`src/rtl/ysyx_23060208_lsu_pkg.sv`:
```
// rtl/ysyx_23060208_lsu_pkg.sv - shared types and constants for the load/store unit
// Purpose: FSM state enum, access size encodings, AXI response codes and the
//          response-error decode used by the LSU top level.
// Ports:   none (package).
package ysyx_23060208_lsu_pkg;

   typedef enum logic [2:0] {
      S_IDLE   = 3'd0,
      S_RD_AR  = 3'd1,
      S_RD_R   = 3'd2,
      S_WR_REQ = 3'd3,
      S_WR_B   = 3'd4,
      S_RESP   = 3'd5
   } lsu_state_t;

   localparam logic [1:0] SZ_B = 2'd0;
   localparam logic [1:0] SZ_H = 2'd1;
   localparam logic [1:0] SZ_W = 2'd2;
   localparam logic [1:0] SZ_D = 2'd3;

   localparam logic [1:0] OKAY   = 2'b00;
   localparam logic [1:0] EXOKAY = 2'b01;
   localparam logic [1:0] SLVERR = 2'b10;
   localparam logic [1:0] DECERR = 2'b11;

   // Both error codes have bit 1 set; decoding by value keeps the intent explicit.
   function automatic logic resp_is_err(input logic [1:0] i_resp);
      return (i_resp == SLVERR) || (i_resp == DECERR);
   endfunction

endpackage

```
`src/rtl/ysyx_23060208_lsu_align.sv`:
```
// rtl/ysyx_23060208_lsu_align.sv - combinational lane alignment for the LSU
// Purpose: store lane shift and byte-strobe generation, load lane shift,
//          truncation and sign/zero extension, and alignment legality check.
// Ports:   i_offset   byte offset of the access within the bus word
//          i_size     log2 of access bytes
//          i_unsigned zero-extend loads when 1
//          i_wdata    right-aligned store data
//          i_rdata    raw bus read data
//          o_wdata    store data shifted onto its byte lanes
//          o_wstrb    per-byte write strobes
//          o_rdata    extracted and extended load data
//          o_illegal  access misaligned or wider than the bus
module ysyx_23060208_lsu_align #(
   parameter int  DATA_WIDTH = 32,
   localparam int NBYTES     = DATA_WIDTH / 8,
   localparam int OFFW       = $clog2(NBYTES)
) (
   input  logic [OFFW-1:0]       i_offset,
   input  logic [1:0]            i_size,
   input  logic                  i_unsigned,
   input  logic [DATA_WIDTH-1:0] i_wdata,
   input  logic [DATA_WIDTH-1:0] i_rdata,
   output logic [DATA_WIDTH-1:0] o_wdata,
   output logic [NBYTES-1:0]     o_wstrb,
   output logic [DATA_WIDTH-1:0] o_rdata,
   output logic                  o_illegal
);

   int                  w_nbytes;
   logic [NBYTES-1:0]   w_bmask;
   logic [DATA_WIDTH-1:0] w_shift;
   logic                w_sign;

   always_comb begin
      w_nbytes = 1 << i_size;

      w_bmask = '0;
      for (int i = 0; i < NBYTES; i++) begin
         w_bmask[i] = (i < w_nbytes);
      end
      o_wstrb = w_bmask << i_offset;
      o_wdata = i_wdata << {i_offset, 3'b000};

      o_illegal = (w_nbytes > NBYTES) || ((int'(i_offset) & (w_nbytes - 1)) != 0);

      // Bring the addressed bytes down to lane 0, then fill above the access
      // width with either zeros or the access's own top bit.
      w_shift = i_rdata >> {i_offset, 3'b000};
      w_sign  = 1'b0;
      for (int b = 0; b < DATA_WIDTH; b++) begin
         if (b == 8 * w_nbytes - 1) begin
            w_sign = w_shift[b];
         end
      end
      for (int b = 0; b < DATA_WIDTH; b++) begin
         o_rdata[b] = (b < 8 * w_nbytes) ? w_shift[b] : (w_sign & ~i_unsigned);
      end
   end

endmodule

```
`src/rtl/ysyx_23060208_lsu.sv`:
```
// rtl/ysyx_23060208_lsu.sv - load/store unit between the EXU and the AXI4-Lite data bus
// Purpose: accepts one EXU memory request at a time, runs the matching AXI
//          read or write with registered valids/readies, returns extended
//          load data or store completion with an error flag.
// Ports:   clk, rst                      clock, synchronous active-high reset
//          req_*                         EXU request handshake and fields
//          resp_*                        EXU response handshake, data, error
//          aw*, w*, b*                   AXI4-Lite write channels
//          ar*, r*                       AXI4-Lite read channels
module ysyx_23060208_lsu
   import ysyx_23060208_lsu_pkg::*;
#(
   parameter int  DATA_WIDTH = 32,
   parameter int  ADDR_WIDTH = 32,
   localparam int NBYTES     = DATA_WIDTH / 8,
   localparam int OFFW       = $clog2(NBYTES)
) (
   input  logic                  clk,
   input  logic                  rst,
   input  logic                  req_valid,
   output logic                  req_ready,
   input  logic                  req_wen,
   input  logic [ADDR_WIDTH-1:0] req_addr,
   input  logic [1:0]            req_size,
   input  logic                  req_unsigned,
   input  logic [DATA_WIDTH-1:0] req_wdata,
   output logic                  resp_valid,
   input  logic                  resp_ready,
   output logic [DATA_WIDTH-1:0] resp_rdata,
   output logic                  resp_err,
   output logic [ADDR_WIDTH-1:0] awaddr,
   output logic                  awvalid,
   input  logic                  awready,
   output logic [DATA_WIDTH-1:0] wdata,
   output logic [NBYTES-1:0]     wstrb,
   output logic                  wvalid,
   input  logic                  wready,
   input  logic [1:0]            bresp,
   input  logic                  bvalid,
   output logic                  bready,
   output logic [ADDR_WIDTH-1:0] araddr,
   output logic                  arvalid,
   input  logic                  arready,
   input  logic [DATA_WIDTH-1:0] rdata,
   input  logic [1:0]            rresp,
   input  logic                  rvalid,
   output logic                  rready
);

   lsu_state_t            r_state, w_state_nxt;

   logic [OFFW-1:0]       r_offset;
   logic [1:0]            r_size;
   logic                  r_unsigned;

   logic [ADDR_WIDTH-1:0] r_awaddr, r_araddr;
   logic [DATA_WIDTH-1:0] r_wdata;
   logic [NBYTES-1:0]     r_wstrb;
   logic                  r_awvalid, r_wvalid, r_bready, r_arvalid, r_rready;
   logic [DATA_WIDTH-1:0] r_resp_rdata;
   logic                  r_resp_err;

   logic                  w_idle;
   logic [OFFW-1:0]       w_offset;
   logic [1:0]            w_size;
   logic [DATA_WIDTH-1:0] w_st_wdata, w_ld_rdata;
   logic [NBYTES-1:0]     w_st_wstrb;
   logic                  w_illegal;
   logic                  w_aw_done, w_w_done;

   assign w_idle = (r_state == S_IDLE);

   // In IDLE the aligner sees the live request (store lanes and legality are
   // registered at acceptance); afterwards it sees the latched request so the
   // load path can extend rdata when it arrives.
   assign w_offset = w_idle ? req_addr[OFFW-1:0] : r_offset;
   assign w_size   = w_idle ? req_size           : r_size;

   ysyx_23060208_lsu_align #(
      .DATA_WIDTH (DATA_WIDTH)
   ) u_align (
      .i_offset   (w_offset),
      .i_size     (w_size),
      .i_unsigned (r_unsigned),
      .i_wdata    (req_wdata),
      .i_rdata    (rdata),
      .o_wdata    (w_st_wdata),
      .o_wstrb    (w_st_wstrb),
      .o_rdata    (w_ld_rdata),
      .o_illegal  (w_illegal)
   );

   // A write channel is finished once its valid has dropped or it handshakes now.
   assign w_aw_done = !r_awvalid || awready;
   assign w_w_done  = !r_wvalid  || wready;

   always_comb begin
      w_state_nxt = r_state;
      case (r_state)
         S_IDLE: begin
            if (req_valid) begin
               if (w_illegal)    w_state_nxt = S_RESP;
               else if (req_wen) w_state_nxt = S_WR_REQ;
               else              w_state_nxt = S_RD_AR;
            end
         end
         S_RD_AR:  if (arready) w_state_nxt = S_RD_R;
         S_RD_R:   if (rvalid) w_state_nxt = S_RESP;
         S_WR_REQ: if (w_aw_done && w_w_done) w_state_nxt = S_WR_B;
         S_WR_B:   if (bvalid) w_state_nxt = S_RESP;
         S_RESP:   if (resp_ready) w_state_nxt = S_IDLE;
         default:  w_state_nxt = S_IDLE;
      endcase
   end

   always_ff @(posedge clk) begin
      if (rst) begin
         r_state      <= S_IDLE;
         r_offset     <= '0;
         r_size       <= SZ_B;
         r_unsigned   <= 1'b0;
         r_awaddr     <= '0;
         r_araddr     <= '0;
         r_wdata      <= '0;
         r_wstrb      <= '0;
         r_awvalid    <= 1'b0;
         r_wvalid     <= 1'b0;
         r_bready     <= 1'b0;
         r_arvalid    <= 1'b0;
         r_rready     <= 1'b0;
         r_resp_rdata <= '0;
         r_resp_err   <= 1'b0;
      end else begin
         r_state <= w_state_nxt;
         case (r_state)
            S_IDLE: begin
               if (req_valid) begin
                  r_offset   <= req_addr[OFFW-1:0];
                  r_size     <= req_size;
                  r_unsigned <= req_unsigned;
                  if (w_illegal) begin
                     r_resp_rdata <= '0;
                     r_resp_err   <= 1'b1;
                  end else if (req_wen) begin
                     r_awaddr  <= req_addr;
                     r_wdata   <= w_st_wdata;
                     r_wstrb   <= w_st_wstrb;
                     r_awvalid <= 1'b1;
                     r_wvalid  <= 1'b1;
                  end else begin
                     r_araddr  <= req_addr;
                     r_arvalid <= 1'b1;
                  end
               end
            end
            S_RD_AR: begin
               if (arready) begin
                  r_arvalid <= 1'b0;
                  r_rready  <= 1'b1;
               end
            end
            S_RD_R: begin
               if (rvalid) begin
                  r_rready     <= 1'b0;
                  r_resp_rdata <= w_ld_rdata;
                  r_resp_err   <= resp_is_err(rresp);
               end
            end
            S_WR_REQ: begin
               if (awready) r_awvalid <= 1'b0;
               if (wready)  r_wvalid  <= 1'b0;
               if (w_aw_done && w_w_done) r_bready <= 1'b1;
            end
            S_WR_B: begin
               if (bvalid) begin
                  r_bready     <= 1'b0;
                  r_resp_rdata <= '0;
                  r_resp_err   <= resp_is_err(bresp);
               end
            end
            default: ;
         endcase
      end
   end

   assign req_ready  = w_idle;
   assign resp_valid = (r_state == S_RESP);
   assign resp_rdata = r_resp_rdata;
   assign resp_err   = r_resp_err;
   assign awaddr     = r_awaddr;
   assign awvalid    = r_awvalid;
   assign wdata      = r_wdata;
   assign wstrb      = r_wstrb;
   assign wvalid     = r_wvalid;
   assign bready     = r_bready;
   assign araddr     = r_araddr;
   assign arvalid    = r_arvalid;
   assign rready     = r_rready;

endmodule

```
`config.mk`:
```
export PLATFORM = sky130hd
export DESIGN_NAME = ysyx_23060208_lsu
export DESIGN_NICKNAME = d
export VERILOG_FILES = /design/src/rtl/ysyx_23060208_lsu_pkg.sv /design/src/rtl/ysyx_23060208_lsu_align.sv /design/src/rtl/ysyx_23060208_lsu.sv
export SDC_FILE = /design/constraint.sdc
export NUM_CORES = 1
export LEC_CHECK = 0
export ABC_AREA = 1
export CAP_MARGIN = 20
export CORE_MARGIN = 2
export CORE_UTILIZATION = 40
export CTS_BUF_LIST = sky130_fd_sc_hd__clkbuf_4 sky130_fd_sc_hd__clkbuf_8
export DETAILED_ROUTE_END_ITERATION = 12
export PLACE_DENSITY_LB_ADDON = 0.08
export SLEW_MARGIN = 20
export SYNTH_ARGS = -nofsm -noshare
export SYNTH_HDL_FRONTEND = slang
export SYNTH_SLANG_ARGS = --single-unit
```
`constraint.sdc`:
```
create_clock -name clk -period 3.8 [get_ports clk]
set_clock_uncertainty 0.05 [all_clocks]
set_input_delay 0.76 -clock clk [delete_from_list [all_inputs] [get_ports clk]]
set_output_delay 0.76 -clock clk [all_outputs]
set_load 0.02 [all_outputs]
```
Word-level counts from Yosys, hierarchy flattened
Cells that the tools add are included.
Word-level totals
  register bits after elaboration: 146
  output and inout port bits: 140
  word-level logic and storage cells: 244
Operators by class
  add/sub/neg operators: 2
  magnitude comparators: 37
  equality and inequality tests: 52
  shift-type cells: 4
  multiplexer cells: 103
  bitwise logic cells: 5
  reduce and logical (&&, ||, !) cells: 26
Operators by type and width (number)
  equality test 6 x 32 -> 1 bit, first input constant: 16
  less-than comparator 6 x 32 -> 1 bit, first input constant: 16
  equality test 5 x 32 -> 1 bit, first input constant: 8
  less-than comparator 5 x 32 -> 1 bit, first input constant: 8
  equality test 4 x 32 -> 1 bit, first input constant: 4
  less-than comparator 3 x 32 -> 1 bit, first input constant: 4
  less-than comparator 4 x 32 -> 1 bit, first input constant: 4
  two-way mux 32 bit: 4
  case mux 32 bit (3 select lines): 1
  two-way mux 1 bit: 81
  equality test 3 x 32 -> 1 bit, first input constant: 2
  less-than comparator 1 x 32 -> 1 bit, first input constant: 2
  less-than comparator 2 x 32 -> 1 bit, first input constant: 2
  subtractor 32 x 2 -> 32 bit, second input constant: 2
  AND 3 x 32 -> 32 bit: 1
  equality test 2 x 32 -> 1 bit, first input constant: 1
  greater-than comparator 32 x 4 -> 1 bit, second input constant: 1
  zero test 32 bit: 1
  nonzero test 32 bit: 1
  left shift 1 x 2 -> 32 bit, first input constant: 1
  left shift 32 x 5 -> 32 bit: 1
  >> shifter 32 x 5 -> 32 bit: 1
  two-way mux 3 bit: 7
  != test 2 bit, second input constant: 10
  23 further kinds: 50

Logic depth before layout (Yosys ltp)
  depth after elaboration: 41
  gate-level depth with buffers: 16
  mapped depth without buffers: 13

By module
From an unflattened synthesis, not the netlist that was laid out.
Second synthesis, totals
  cells, all modules: 1089
  area total of the unflattened synthesis: 7061.8 µm²
By module, submodules not included
  ysyx_23060208_lsu: times used 1, cells each 805, area an instance 5720.5 µm², sequential area each 2922.8 µm²
  ysyx_23060208_lsu_align: times used 1, cells each 284, area an instance 1341.3 µm², sequential area each 0.0 µm²

Worst setup path before layout
No wires, ideal clock.
  path type: input to register
  from: input req_addr[0]
  to: register r_wdata[10] (netlist: wdata[10])
  library setup time: 0.065 ns
  data arrival time: 1.932 ns
  data required time: 3.685 ns
  slack: 1.754 ns
  cell stages on the path: 13
  cells stage by stage: inv_1 nand3_1 nand2_2 nand2_2 nand2_1 nand2_2 nor2_4 nand2_4 inv_4 buf_6 buf_6 nor2_1 nor2_1
On the way
  longest elaborated chain between the ends: 6
  elaborated cells between the ends (all ways): 7
Ends and longest elaborated chain
  from (decl): line ysyx_23060208_lsu.sv:23  | input logic [ADDR_WIDTH-1:0] req_addr,
  two-way mux 2 bit (*): line ysyx_23060208_lsu.sv:76  | assign w_offset = w_idle ? req_addr[OFFW-1:0] : r_offset;
  AND 3 x 32 -> 32 bit: line ysyx_23060208_lsu_align.sv:44  | o_illegal = (w_nbytes > NBYTES) || ((int'(i_offset) & (w_nbytes - 1)) != 0);
  nonzero test 32 bit: line ysyx_23060208_lsu_align.sv:44
  logical OR 1 bit: line ysyx_23060208_lsu_align.sv:44
  NOT 1 bit (no line)
  AND reduction 4 bit (no line)
  to (signal assigned): line ysyx_23060208_lsu.sv:146  | r_wdata <= w_st_wdata;
  to (decl): line ysyx_23060208_lsu.sv:57  | logic [DATA_WIDTH-1:0] r_wdata;
Every way passes the cells marked *; elsewhere a longest branch is shown, timed or not.
A chain may end at the register's enable or synchronous reset.

Worst setup path in the final report
  from: register r_state[0]
  to: output resp_valid
On the way
  longest elaborated chain between the ends: 1
Ends and longest elaborated chain
  from (decl): line ysyx_23060208_lsu.sv:50  | lsu_state_t r_state, w_state_nxt;
  from (signal assigned): line ysyx_23060208_lsu.sv:134  | r_state <= w_state_nxt;
  equality test 3 bit: line ysyx_23060208_lsu.sv:187  | assign resp_valid = (r_state == S_RESP);
  to (decl): line ysyx_23060208_lsu.sv:27  | output logic resp_valid,
No other way between the ends.

==> impl_metrics.json <==
{
  "finalPower_mw": 7.144,
  "peakVddDrop_mv": 0.4138,
  "startpoint": "r_state[0]",
  "dp_hpwl_um": 14320,
  "synth_top_area_frac": 0.4354,
  "yosys.area_share.simple": 0.2598,
  "layout-drive-gt1-share": 0.06420,
  "crit_path_top_delay_cell": "clkdlybuf4s50_1",
  "gr-usage-all-layers": 0.2299,
  "critical_path.cell_chain": "inv_2 > nor3_1 > clkdlybuf4s50_1",
  "synth_edf_count": 0,
  "synthToLayoutAreaGrowth_pct": 45.55,
  "mappedNetlistArea_sq_um": 6713,
  "die-area_sq_um": 17830,
  "yosysMostFrequentCell": "nand2_1",
  "post_cts_buffers": 0,
  "syn_avg_cell_area_sq_um": 6.843,
  "synth_warnings": 0,
  "r2r_cells": 9,
  "r2r_setup_slack_ns": 1.38,
  "remaining_drc_errors": 0,
  "relSlewSlack": 0.3605,
  "drv_cap": 0,
  "synth_area_leader_cell": "dfxtp_1",
  "clockBufferDepth": 2,
  "crit_path_max_fanout": 6,
  "period_share": 0.7195,
  "wl_um": 20560,
  "die_w_um": 133.5,
  "hold_class": "register to register",
  "start_util": 0.4077,
  "synth_xor_area_frac": 0,
  "crit_type": "register to primary output",
  "holdBufCountCts": 0,
  "grt-ovfl-total": 0,
  "clock_latency_ns": 0.45,
  "synth_cell_types": 35,
  "muxShareOfSynthArea": 0,
  "finalSetupViolCount": 0,
  "die_h_um": 133.5,
  "grt_max_degree": 60,
  "vias": 6996,
  "coreArea_sq_um": 16470,
  "worst_pin_slew_ns": 0.9570,
  "viasPerCell": 4.875,
  "crit_path_start_kind": "register",
  "end_kind": "primary output",
  "antenna_found_initial": 1,
  "fin_setup_tns_ns": 0,
  "dr.first_iter.drc_count": 444,
  "syn_inst": 981,
  "outcome": "completed",
  "arrival_ns": 1.92,
  "wire_per_inst_um": 14.33,
  "ys_seq_area_frac": 0.4354,
  "clockRootBuffer": "clkbuf_8",
  "yosys-top-cells-count": "nand2_1, nor2_1, dfxtp_1, o21ai_0, a21oi_1",
  "leakage_nw": 3.680,
  "io-pin-count": 253,
  "cts_resized": 0,
  "endpoint": "resp_valid",
  "rows": 47,
  "netlist_top_cells_area": "dfxtp_1, nand2_1, o21ai_0",
  "whs_ns": 0.3930,
  "gp_congestion": 0.8114,
  "synth_flop_cell": "dfxtp_1",
  "rr_endpoint": "resp_rdata[1]",
  "path_clk_slew_ns": 0.08,
  "maxSlewViolCount": 0,
  "diodes": 0,
  "synth_compound_area_frac": 0.2129,
  "cts_sinks": 146,
  "synthAdderAreaFrac": 0.001864,
  "ant_nets": 0,
  "timing.rr.start": "r_state[2]",
  "finalHoldViolCount": 0,
  "fin_nets": 1316,
  "synth_top_family_by_area": "simple AND/OR/NAND/NOR gates",
  "cts_buffers": 17,
  "grt_pass1_vias": 6394,
  "min_period_ns": 2.734,
  "fmax_ghz": 0.3657,
  "htreeDepth": 4,
  "synth_async_sr_flop_share": 0,
  "rsz0062_at_grt": "false",
  "portBuffers": 250,
  "power-per-cell-area_nw_per_um2": 731.1,
  "grt_pass1_wl_um": 32820,
  "cts_tree": "yes",
  "ys_seq_elements": 146,
  "required_ns": 2.99,
  "firstDrtPassIters": 6,
  "slowest_delay_ns": 0.67
}
## power breakdown
part	total (mW)	switching [mW]	internal, mW
clock	1.42	0.633	0.790
sequential	2.03	0.174	1.85
combinational	3.69	2.32	1.37
total	7.14	3.13	4.01
## worst max-delay path: cells and delay by family, from the launching register on
kind                   cells  cell delay (ns)
AND/OR/NAND/NOR            1             0.25
buffers and inverters      2             0.77
flip-flops                 1             0.46
## kinds of logic after synthesis
family / Yosys count
AO/OA/AOI/OAI: 277
adder cells (fa/ha/maj): 1
buffers and inverters: 139
flip-flops: 146
other: 1
AND/OR/NAND/NOR: 417
## placed cells by master, fill, tap and decap left out, types with 3 or more instances in the layout
cell and instances:
nor3_1 5, bufinv_16 5, clkinv_4 4, nand2_2 5
or2_2 8, buf_4 15, clkinvlp_4 3, nand3b_1 3
a21oi_1 116, clkbuf_8 17, o22ai_1 9, dfxtp_1 146
inv_2 5, o21ai_0 135, o211ai_1 9, nor2_1 150
o21ai_1 4, nand2_1 197, clkdlybuf4s50_1 249, inv_1 67
nand3_1 39
## final cells by class
type	instances	area, sq um
Sequential cell	146	2923
Inverter	74	282.8
Clock buffer	17	234.0
Clock inverter	15	232.7
Fill cell	1607	6695
Tap cell	220	275.3
Multi-Input combinational cell	697	3193
Timing Repair Buffer	266	2630
## registers in the layout (all words and copies together) (netlist names), 2 cells and up
signal	count
araddr	32
awaddr	32
resp_rdata	32
wdata	32
wstrb	4
r_state	3
r_offset	2
r_size	2
## how the worst min path moves through the flow
stage                             end        start  cells past startpoint  slack [ns]
after floorplan           r_offset[1]  r_offset[1]                      2        0.39
after global placement     araddr[23]   araddr[23]                      2        0.38
after detailed placement   araddr[25]   araddr[25]                      2        0.38
after CTS                  araddr[19]   araddr[19]                      2        0.40
after global routing        araddr[2]    araddr[2]                      2        0.41
final                      araddr[19]   araddr[19]                      2        0.39
## metal layers
| metal | GRT usage | vias to the layer above | routed length (um) |
|---|---|---|---|
| met5 | 0 | - | 13 |
| met4 | 0.05910 | 2 | 259 |
| met3 | 0.07877 | 22 | 1668 |
| met2 | 0.3628 | 236 | 9281 |
| met1 | 0.3019 | 3108 | 9336 |
| li1 | - | 3628 | - |
## per-stage QoR
| stage | area [sq um] | cells | worst slack, ns | util |
|---|---|---|---|---|
| 2_1_floorplan | 6716 | 982 | 1.754 | - |
| 3_3_place_gp | 9304 | 1403 | 0.7176 | 0.5650 |
| 3_5_place_dp | 9304 | 1403 | 0.7005 | 0.5650 |
| 4_1_cts | 9771 | 1435 | 1.043 | 0.5934 |
| 5_1_grt | 9771 | 1435 | 0.9117 | 0.5934 |
| 6_report | 9771 | 1435 | 1.066 | 0.5934 |
Note: power is estimated with default switching activity, not from simulation.
